**src/rtl/hazard_ctrl_if.sv**
```systemverilog
// -----------------------------------------------------------------------------
// hazard_ctrl_if
//   Bundle between the pipeline datapath and the hazard controller.
//
//   Pipeline -> controller (master drives, slave receives):
//     ifid_rs_i, ifid_rt_i, ifid_uses_rt_i : source operands of the IF/ID instr
//     idex_memread_i, idex_rt_i            : ID/EX load and its destination
//     idex_mdu_i                           : ID/EX holds a multi-cycle mult/div
//     branch_taken_i                       : EX/MEM branch resolved taken
//   Controller -> pipeline:
//     pc_write_o, ifid_write_o, idex_write_o      : load enables
//     ifid_flush_o, idex_flush_o, exmem_flush_o   : bubble insertion
//     state_o                                     : 0 = RUN, 1 = MDU_WAIT
//     stall_cnt_o                                 : saturating stall counter
// -----------------------------------------------------------------------------
interface hazard_ctrl_if #(
    parameter int CNT_W = 16
);
    logic [4:0]       ifid_rs_i;
    logic [4:0]       ifid_rt_i;
    logic             ifid_uses_rt_i;
    logic             idex_memread_i;
    logic [4:0]       idex_rt_i;
    logic             idex_mdu_i;
    logic             branch_taken_i;

    logic             pc_write_o;
    logic             ifid_write_o;
    logic             idex_write_o;
    logic             ifid_flush_o;
    logic             idex_flush_o;
    logic             exmem_flush_o;
    logic             state_o;
    logic [CNT_W-1:0] stall_cnt_o;

    // Pipeline side.
    modport master (
        output ifid_rs_i, ifid_rt_i, ifid_uses_rt_i,
               idex_memread_i, idex_rt_i, idex_mdu_i, branch_taken_i,
        input  pc_write_o, ifid_write_o, idex_write_o,
               ifid_flush_o, idex_flush_o, exmem_flush_o,
               state_o, stall_cnt_o
    );

    // Controller side.
    modport slave (
        input  ifid_rs_i, ifid_rt_i, ifid_uses_rt_i,
               idex_memread_i, idex_rt_i, idex_mdu_i, branch_taken_i,
        output pc_write_o, ifid_write_o, idex_write_o,
               ifid_flush_o, idex_flush_o, exmem_flush_o,
               state_o, stall_cnt_o
    );
endinterface

```
**src/rtl/hazard_ctrl.sv**
```systemverilog
// -----------------------------------------------------------------------------
// hazard_ctrl
//   Hazard controller for the five-stage pipeline. Resolves taken-branch
//   flushes, multi-cycle MDU stalls and load-use stalls (in that priority),
//   and counts stall cycles in a saturating performance counter.
//
//   Parameters:
//     MDU_LAT : total stall cycles for one MDU instruction in EX (2..15)
//     CNT_W   : width of the stall counter (must match the interface CNT_W)
//
//   Ports:
//     clk_i : clock, rising edge
//     rst_i : synchronous, active-high reset
//     bus   : hazard_ctrl_if.slave, pipeline observation and control signals
// -----------------------------------------------------------------------------
module hazard_ctrl #(
    parameter int MDU_LAT = 4,
    parameter int CNT_W   = 16
) (
    input  logic         clk_i,
    input  logic         rst_i,
    hazard_ctrl_if.slave bus
);

    typedef enum logic {
        RUN      = 1'b0,
        MDU_WAIT = 1'b1
    } state_t;

    // The detection cycle and the final wait cycle (cnt_q = 0) are both stall
    // cycles, so the wait counter starts two below the total latency.
    localparam logic [3:0] LP_WAIT_INIT = 4'(MDU_LAT - 2);

    state_t           r_state;
    logic [3:0]       r_cnt;
    logic             r_mdu_done;
    logic [CNT_W-1:0] r_stall_cnt;

    state_t           w_state_nxt;
    logic [3:0]       w_cnt_nxt;
    logic             w_mdu_done_nxt;

    logic             w_load_use;
    logic             w_mdu_start;
    logic             w_mdu_stall;
    logic             w_pc_write;

    assign w_load_use = bus.idex_memread_i
                     && (bus.idex_rt_i != 5'd0)
                     && ((bus.idex_rt_i == bus.ifid_rs_i)
                      || (bus.ifid_uses_rt_i && (bus.idex_rt_i == bus.ifid_rt_i)));

    // mdu_done_q masks the MDU instruction still sitting in ID/EX on the
    // release cycle so it is not detected a second time.
    assign w_mdu_start = (r_state == RUN) && bus.idex_mdu_i && !r_mdu_done;
    assign w_mdu_stall = w_mdu_start || (r_state == MDU_WAIT);

    // -------------------------------------------------------------------------
    // State register
    // -------------------------------------------------------------------------
    // NOTE: clocked state uses non-blocking assignments so every register
    // samples the pre-edge values of the others, independent of statement order.
    always_ff @(posedge clk_i) begin
        if (rst_i) begin
            r_state     <= RUN;
            r_cnt       <= 4'd0;
            r_mdu_done  <= 1'b0;
            r_stall_cnt <= '0;
        end else begin
            r_state    <= w_state_nxt;
            r_cnt      <= w_cnt_nxt;
            r_mdu_done <= w_mdu_done_nxt;
            if (!w_pc_write && (r_stall_cnt != {CNT_W{1'b1}})) begin
                r_stall_cnt <= r_stall_cnt + CNT_W'(1);
            end
        end
    end

    // -------------------------------------------------------------------------
    // Next-state logic
    // -------------------------------------------------------------------------
    // NOTE: every signal gets a default before any branch; without it a path
    // that skips an assignment would infer a latch.
    always_comb begin
        w_state_nxt    = r_state;
        w_cnt_nxt      = r_cnt;
        w_mdu_done_nxt = 1'b0;   // a set flag lives for exactly one cycle

        if (bus.branch_taken_i) begin
            // The MDU instruction is younger than the branch: squash it.
            w_state_nxt = RUN;
            w_cnt_nxt   = 4'd0;
        end else begin
            case (r_state)
                RUN: begin
                    if (w_mdu_start) begin
                        w_state_nxt = MDU_WAIT;
                        w_cnt_nxt   = LP_WAIT_INIT;
                    end
                end
                MDU_WAIT: begin
                    if (r_cnt == 4'd0) begin
                        w_state_nxt    = RUN;
                        w_mdu_done_nxt = 1'b1;
                    end else begin
                        w_cnt_nxt = r_cnt - 4'd1;
                    end
                end
                default: begin
                    w_state_nxt = RUN;
                    w_cnt_nxt   = 4'd0;
                end
            endcase
        end
    end

    // -------------------------------------------------------------------------
    // Output logic
    // -------------------------------------------------------------------------
    always_comb begin
        w_pc_write        = 1'b1;
        bus.ifid_write_o  = 1'b1;
        bus.idex_write_o  = 1'b1;
        bus.ifid_flush_o  = 1'b0;
        bus.idex_flush_o  = 1'b0;
        bus.exmem_flush_o = 1'b0;

        if (rst_i) begin
            // Defaults only.
        end else if (bus.branch_taken_i) begin
            bus.ifid_flush_o  = 1'b1;
            bus.idex_flush_o  = 1'b1;
            bus.exmem_flush_o = 1'b1;
        end else if (w_mdu_stall) begin
            // Front end frozen; EX/MEM gets bubbles while the MDU runs. This
            // also hides any load-use match, which needs no extra action.
            w_pc_write        = 1'b0;
            bus.ifid_write_o  = 1'b0;
            bus.idex_write_o  = 1'b0;
            bus.exmem_flush_o = 1'b1;
        end else if (w_load_use) begin
            w_pc_write        = 1'b0;
            bus.ifid_write_o  = 1'b0;
            bus.idex_flush_o  = 1'b1;
        end
    end

    assign bus.pc_write_o  = w_pc_write;
    assign bus.state_o     = r_state;
    assign bus.stall_cnt_o = r_stall_cnt;

endmodule

```
**src/flat_wrapper.sv**
```systemverilog
// flat-port wrapper written by rule: the top's interface ports become plain ports
module hazard_ctrl_flat 
#(
    parameter int MDU_LAT = 4,
    parameter int CNT_W   = 16
)
  (clk_i, rst_i, bus_ifid_rs_i, bus_ifid_rt_i, bus_ifid_uses_rt_i, bus_idex_memread_i, bus_idex_rt_i, bus_idex_mdu_i, bus_branch_taken_i, bus_pc_write_o, bus_ifid_write_o, bus_idex_write_o, bus_ifid_flush_o, bus_idex_flush_o, bus_exmem_flush_o, bus_state_o, bus_stall_cnt_o);
  hazard_ctrl_if #(.CNT_W(CNT_W)) bus_i ();
  input  logic clk_i;
  input  logic rst_i;
  input wire logic [$bits(bus_i.ifid_rs_i)-1:0] bus_ifid_rs_i;
  input wire logic [$bits(bus_i.ifid_rt_i)-1:0] bus_ifid_rt_i;
  input wire logic [$bits(bus_i.ifid_uses_rt_i)-1:0] bus_ifid_uses_rt_i;
  input wire logic [$bits(bus_i.idex_memread_i)-1:0] bus_idex_memread_i;
  input wire logic [$bits(bus_i.idex_rt_i)-1:0] bus_idex_rt_i;
  input wire logic [$bits(bus_i.idex_mdu_i)-1:0] bus_idex_mdu_i;
  input wire logic [$bits(bus_i.branch_taken_i)-1:0] bus_branch_taken_i;
  output wire logic [$bits(bus_i.pc_write_o)-1:0] bus_pc_write_o;
  output wire logic [$bits(bus_i.ifid_write_o)-1:0] bus_ifid_write_o;
  output wire logic [$bits(bus_i.idex_write_o)-1:0] bus_idex_write_o;
  output wire logic [$bits(bus_i.ifid_flush_o)-1:0] bus_ifid_flush_o;
  output wire logic [$bits(bus_i.idex_flush_o)-1:0] bus_idex_flush_o;
  output wire logic [$bits(bus_i.exmem_flush_o)-1:0] bus_exmem_flush_o;
  output wire logic [$bits(bus_i.state_o)-1:0] bus_state_o;
  output wire logic [$bits(bus_i.stall_cnt_o)-1:0] bus_stall_cnt_o;
  assign bus_i.ifid_rs_i = bus_ifid_rs_i;
  assign bus_i.ifid_rt_i = bus_ifid_rt_i;
  assign bus_i.ifid_uses_rt_i = bus_ifid_uses_rt_i;
  assign bus_i.idex_memread_i = bus_idex_memread_i;
  assign bus_i.idex_rt_i = bus_idex_rt_i;
  assign bus_i.idex_mdu_i = bus_idex_mdu_i;
  assign bus_i.branch_taken_i = bus_branch_taken_i;
  assign bus_pc_write_o = bus_i.pc_write_o;
  assign bus_ifid_write_o = bus_i.ifid_write_o;
  assign bus_idex_write_o = bus_i.idex_write_o;
  assign bus_ifid_flush_o = bus_i.ifid_flush_o;
  assign bus_idex_flush_o = bus_i.idex_flush_o;
  assign bus_exmem_flush_o = bus_i.exmem_flush_o;
  assign bus_state_o = bus_i.state_o;
  assign bus_stall_cnt_o = bus_i.stall_cnt_o;
  hazard_ctrl #(.MDU_LAT(MDU_LAT), .CNT_W(CNT_W)) u_core (.clk_i(clk_i), .rst_i(rst_i), .bus(bus_i));
endmodule
```
**config.mk**
```make
export PLATFORM = sky130hd
export DESIGN_NAME = hazard_ctrl_flat
export DESIGN_NICKNAME = d
export VERILOG_FILES = /design/src/rtl/hazard_ctrl_if.sv /design/src/rtl/hazard_ctrl.sv /design/src/flat_wrapper.sv
export SDC_FILE = /design/constraint.sdc
export NUM_CORES = 1
export LEC_CHECK = 0
export BUFFER_PORTS_ARGS = -buffer_cell sky130_fd_sc_hd__buf_2
export CELL_PAD_IN_SITES_DETAIL_PLACEMENT = 1
export CELL_PAD_IN_SITES_GLOBAL_PLACEMENT = 1
export CORE_UTILIZATION = 36
export DETAILED_ROUTE_END_ITERATION = 12
export GPL_TIMING_DRIVEN = 1
export PLACE_DENSITY = 0.85
export SYNTH_ARGS = -nofsm -noshare
export SYNTH_HDL_FRONTEND = slang
export SYNTH_SLANG_ARGS = --single-unit
```
**constraint.sdc**
```tcl
create_clock -name clk_i -period 2.2 [get_ports clk_i]
set_clock_uncertainty 0.05 [all_clocks]
set_input_delay 0 -clock clk_i [delete_from_list [all_inputs] [get_ports clk_i]]
set_output_delay 0 -clock clk_i [all_outputs]
set_load 0.05 [all_outputs]
```
Word level (Yosys, flattened, before mapping)
Cells that the tools add are included.

Register bits: 22. Output and inout bits: 23. Input port bits: 21.

Equality and inequality tests: 5. Mux-type cells: 23. Bitwise operators: 1. Add/subtract/negate cells: 2. Reductions and logical operators: 15.

Operators with widths (count): 2-to-1 mux 1 bit (19); adder 16 x 1 -> 16 bit (second input constant) (1); inequality test 16 bit (second input constant) (1); equality test 5 bit (2); 2-to-1 mux 4 bit (2); case mux 4 bit (2 select lines) (1); logical AND 1 bit (6); nonzero test 5 bit (1); zero test 4 bit (1); subtractor 4 x 1 -> 4 bit (second input constant) (1); OR reduction 3 bit (1); zero test 1 bit (2); logical OR 1 bit (2); inequality test 2 x 1 -> 1 bit (second input constant) (1); inequality test 2 bit (second input constant) (1); case mux 1 bit (2 select lines) (1); AND reduction 2 bit (1); OR reduction 2 bit (1); inverter 1 bit (1).

Logic depth before layout (Yosys ltp)
Word-level depth: 10. Mapped depth: 8.

Worst setup path before layout
OpenSTA, ideal clock, no wires.

Path type: reg-to-reg. Start: reg u_core.r_stall_cnt[0], in the netlist u_core.bus.stall_cnt_o[0]. End: reg u_core.r_stall_cnt[5], in the netlist u_core.bus.stall_cnt_o[5]. Data arrival time: 2.018 ns. Stages on the path, launching flop included: 9. Period minus slack after synthesis: 2.188 ns. Buffers on the path: 2. Slack: 0.012 ns. Setup time: 0.121 ns. Path through: dfxtp_1 -> ha_1 -> and3_1 -> buf_2 -> nand3_1 -> nand2_1 -> buf_2 -> nor4_1 -> mux2_2.

Longest elaborated chain between the ends: 2. Elaborated cells on any way between the ends: 3. Classes of those cells: add/sub (1); eq/ne (1); reduce/logical (1).

RTL lines: start: declaration (RTL line hazard_ctrl.sv:37) `logic [CNT_W-1:0] r_stall_cnt;`; start signal: assignment (RTL line hazard_ctrl.sv:74) `r_stall_cnt <= r_stall_cnt + CNT_W'(1);`; parallel branches: the longest is 2 deep, another holds adder 16 x 1 -> 16 bit.

Several ways; the timed one is not identified. A chain may end at the register's enable or synchronous reset.

Worst setup path after layout
Ends and elaborated chain as after synthesis.

==> results.toml <==
[sta]
finalWorstSetupSlack_ns = 0.160
setup-violations-final = 0
tns_ns = 0
worstMarginPinSlew_ns = 0.399
slew_headroom_pct = 73.3
period_share_pct = 92.7
fin_crit_ns = 2.04
maxSlewViolCount = 0
grt_setup_unrepaired = "false"
hold_viol_final = 0
timing.fmax_mhz = 490

[critical_path]
crit_chain = "ha_1 > and3_1 > nand3_1 > nand2_1 > nor4_1 > mux2_2"
cp.depth = 6
cpMaxStageDelayCell = "mux2_2"
worst-path-buf-inv = 0
path_class = "flop to flop"
rr_worst_depth = 6
cp_top_family = "simple AND/OR/NAND/NOR gates"
required_ns = 2.31
rrSetupSlack_ns = 0.16
r2r_end = "u_core.bus.stall_cnt_o[5]"
critPathCapture = "u_core.bus.stall_cnt_o[5]"
r2r_start = "u_core.bus.stall_cnt_o[0]"
cp-startpoint = "u_core.bus.stall_cnt_o[0]"
end_kind = "flop"
slowest_delay_ns = 0.37
cp_data_arrival_time_ns = 2.15
cp_max_fo = 14
worst_setup_path_start_kind = "flop"

[floorplanning]
row_count = 21
start_util_pct = 39.1
core_region_area_um2 = 3470
die-area_um2 = 4010
dieHeight_um = 63.4
chipWidth_um = 63.4
io_pins = 44

[layout]
nets = 230
area_growth_pct = 21.5
finalNonFillerCells = 251
fillers = 449
drive_gt1_share_pct = 29.8
final_cell_mix = "buf_2, dfxtp_1, nand2_1"
layout_commonest_cell = "buf_2"
diodes = 0

[placed_design]
io_buffers = 43
dp_hpwl_mm = 2.72
dpl.cell_count = 247
gp_routability_congestion = 0.796
dp_worst_setup_slack_ns = 0.189

[synth]
syn_nets = 186
syn-instance-count = 162
netlist_area_um2 = 1360
post_synth.cell_area_avg_um2 = 8.36
synth_edf_count = 0
yosysSeqAreaShare_pct = 32.5
ys_ff_latch = 22
synth.distinct_cells = 39
ys_warn_count = 0
ys.flop_type = "dfxtp_1"
async_flop_share_pct = 0

[outcome]
status = "finished, final reports clean"

[drt]
wl_mm = 3.59
dr_total_vias = 1345
post_drt_wl_per_cell_um = 14.3
antenna_left = 0
viasPerCell = 5.36
drc_errors = 0
drtPass1Iterations = 4
drt-initial-drc-count = 33

[grt]
grt_overflow = 0
antenna_found_initial = 0
grt_max_degree = 22
grt.total_usage_pct = 18.9
grt_pass1_vias = 1290
grt_pass1_wl_mm = 6.07

[clocking]
cts_buffers = 3
clockBufferDepth = 2
insertion_delay_ns = 0.27
holdBufCountCts = 0
path_clk_slew_ns = 0.09
cts_sinks = 22
ctsRootBufferMaster = "clkbuf_8"
cts_tree = "yes"
ctsResizeCount = 0
htreeDepth = 1
post_cts_buffers = 0

[power]
power_density_nw_per_um2 = 516
p_leak_nw = 0.682
vdd.ir_drop.worst_mv = 0.208

[min_path]
hold_class = "input pin to flop"

[flow_run]
drv_cap = 0
cell usage after synthesis, types with 2 or more instances:
library cell / number / area (um^2)
buf_6: 3 / 33.8
nor4_1: 3 / 18.8
xnor2_1: 10 / 87.6
o311ai_0: 2 / 17.5
xor2_1: 2 / 17.5
o21ai_0: 3 / 15.0
ha_1: 3 / 37.5
or4_1: 9 / 67.6
a31oi_1: 2 / 12.5
nand2_1: 19 / 71.3
a21oi_1: 8 / 40.0
nand3_1: 8 / 40.0
mux2i_1: 3 / 30.0
and3_1: 3 / 18.8
dfxtp_1: 22 / 440
mux2_2: 3 / 33.8
inv_1: 5 / 18.8
nor2b_1: 5 / 31.3
nor3_1: 3 / 15.0
nor2_1: 14 / 52.6
buf_4: 4 / 30.0
o31ai_1: 6 / 45.0
nand4_1: 5 / 31.3
buf_2: 2 / 10.0
per-layer routing:
metal	up-vias	track usage (%)	share of wire, %
li1	674	-	-
met1	644	23.5	46
met2	20	32.0	49
met3	7	2.36	2.2
met4	0	8.52	2.1
met5	-	0	0
power breakdown:
group          switching, mW  internal (mW)  total, mW
Combinational         0.0932         0.0503      0.144
Clock                  0.142          0.160      0.302
Sequential           0.00386          0.402      0.405
Total                  0.239          0.612      0.850
registers in the layout, indices dropped and copies added (netlist names):
signal                  flops
u_core.bus.stall_cnt_o     16
u_core.bus.state_o          1
u_core.r_cnt                4
u_core.r_mdu_done           1
cell families after synthesis:
group                    count (synthesis)  synth area share (%)
AO/OA/AOI/OAI                           29                  15.6
adder cells (fa/ha/maj)                  3                  2.77
XOR/XNOR                                12                  7.76
AND/OR/NAND/NOR                         76                  29.8
multiplexers                             6                  4.71
flip-flops                              22                  32.5
buffers and inverters                   14                  6.83
stage by stage:
stage / power, mW / instance area [um^2] / utilization [%] / hold WS (ns)
floorplan: 0.516 / 1360 / - / 0.150
global placement: 0.556 / 1590 / 45.9 / 0.358
detailed placement: 0.558 / 1590 / 45.9 / 0.368
CTS: 0.853 / 1650 / 47.5 / 0.0895
global route: 0.888 / 1650 / 47.5 / 0.111
finish: 0.850 / 1650 / 47.5 / 0.0852
worst min path at each step:
stage	slack [ns]	startpoint	to	cells after the start
after floorplan	0.15	rst_i	u_core.bus.stall_cnt_o[12]	2
after global placement	0.36	rst_i	u_core.bus.stall_cnt_o[10]	2
final	0.09	rst_i	u_core.bus.stall_cnt_o[13]	2
after detailed placement	0.37	rst_i	u_core.bus.stall_cnt_o[15]	2
after global routing	0.11	rst_i	u_core.bus.stall_cnt_o[13]	2
after CTS	0.09	rst_i	u_core.bus.stall_cnt_o[13]	2
worst reg2reg max path, stage by stage (launching register included):
cell	delay, ns
dfxtp_1	0.36
ha_1	0.32
and3_1	0.22
nand3_1	0.07
nand2_1	0.25
nor4_1	0.30
mux2_2	0.37
cell type report:
class / instances / area, um^2 / share of cell area [%]
clock buffers: 4 / 55.1 / 3.34
inverters: 5 / 18.8 / 1.14
multi-input cells: 126 / 822 / 49.9
flip-flops and latches: 22 / 440 / 26.7
well taps: 46 / 57.6 / 3.50
repair buffers: 48 / 253 / 15.3
Note: power is estimated with default switching activity, not from simulation.
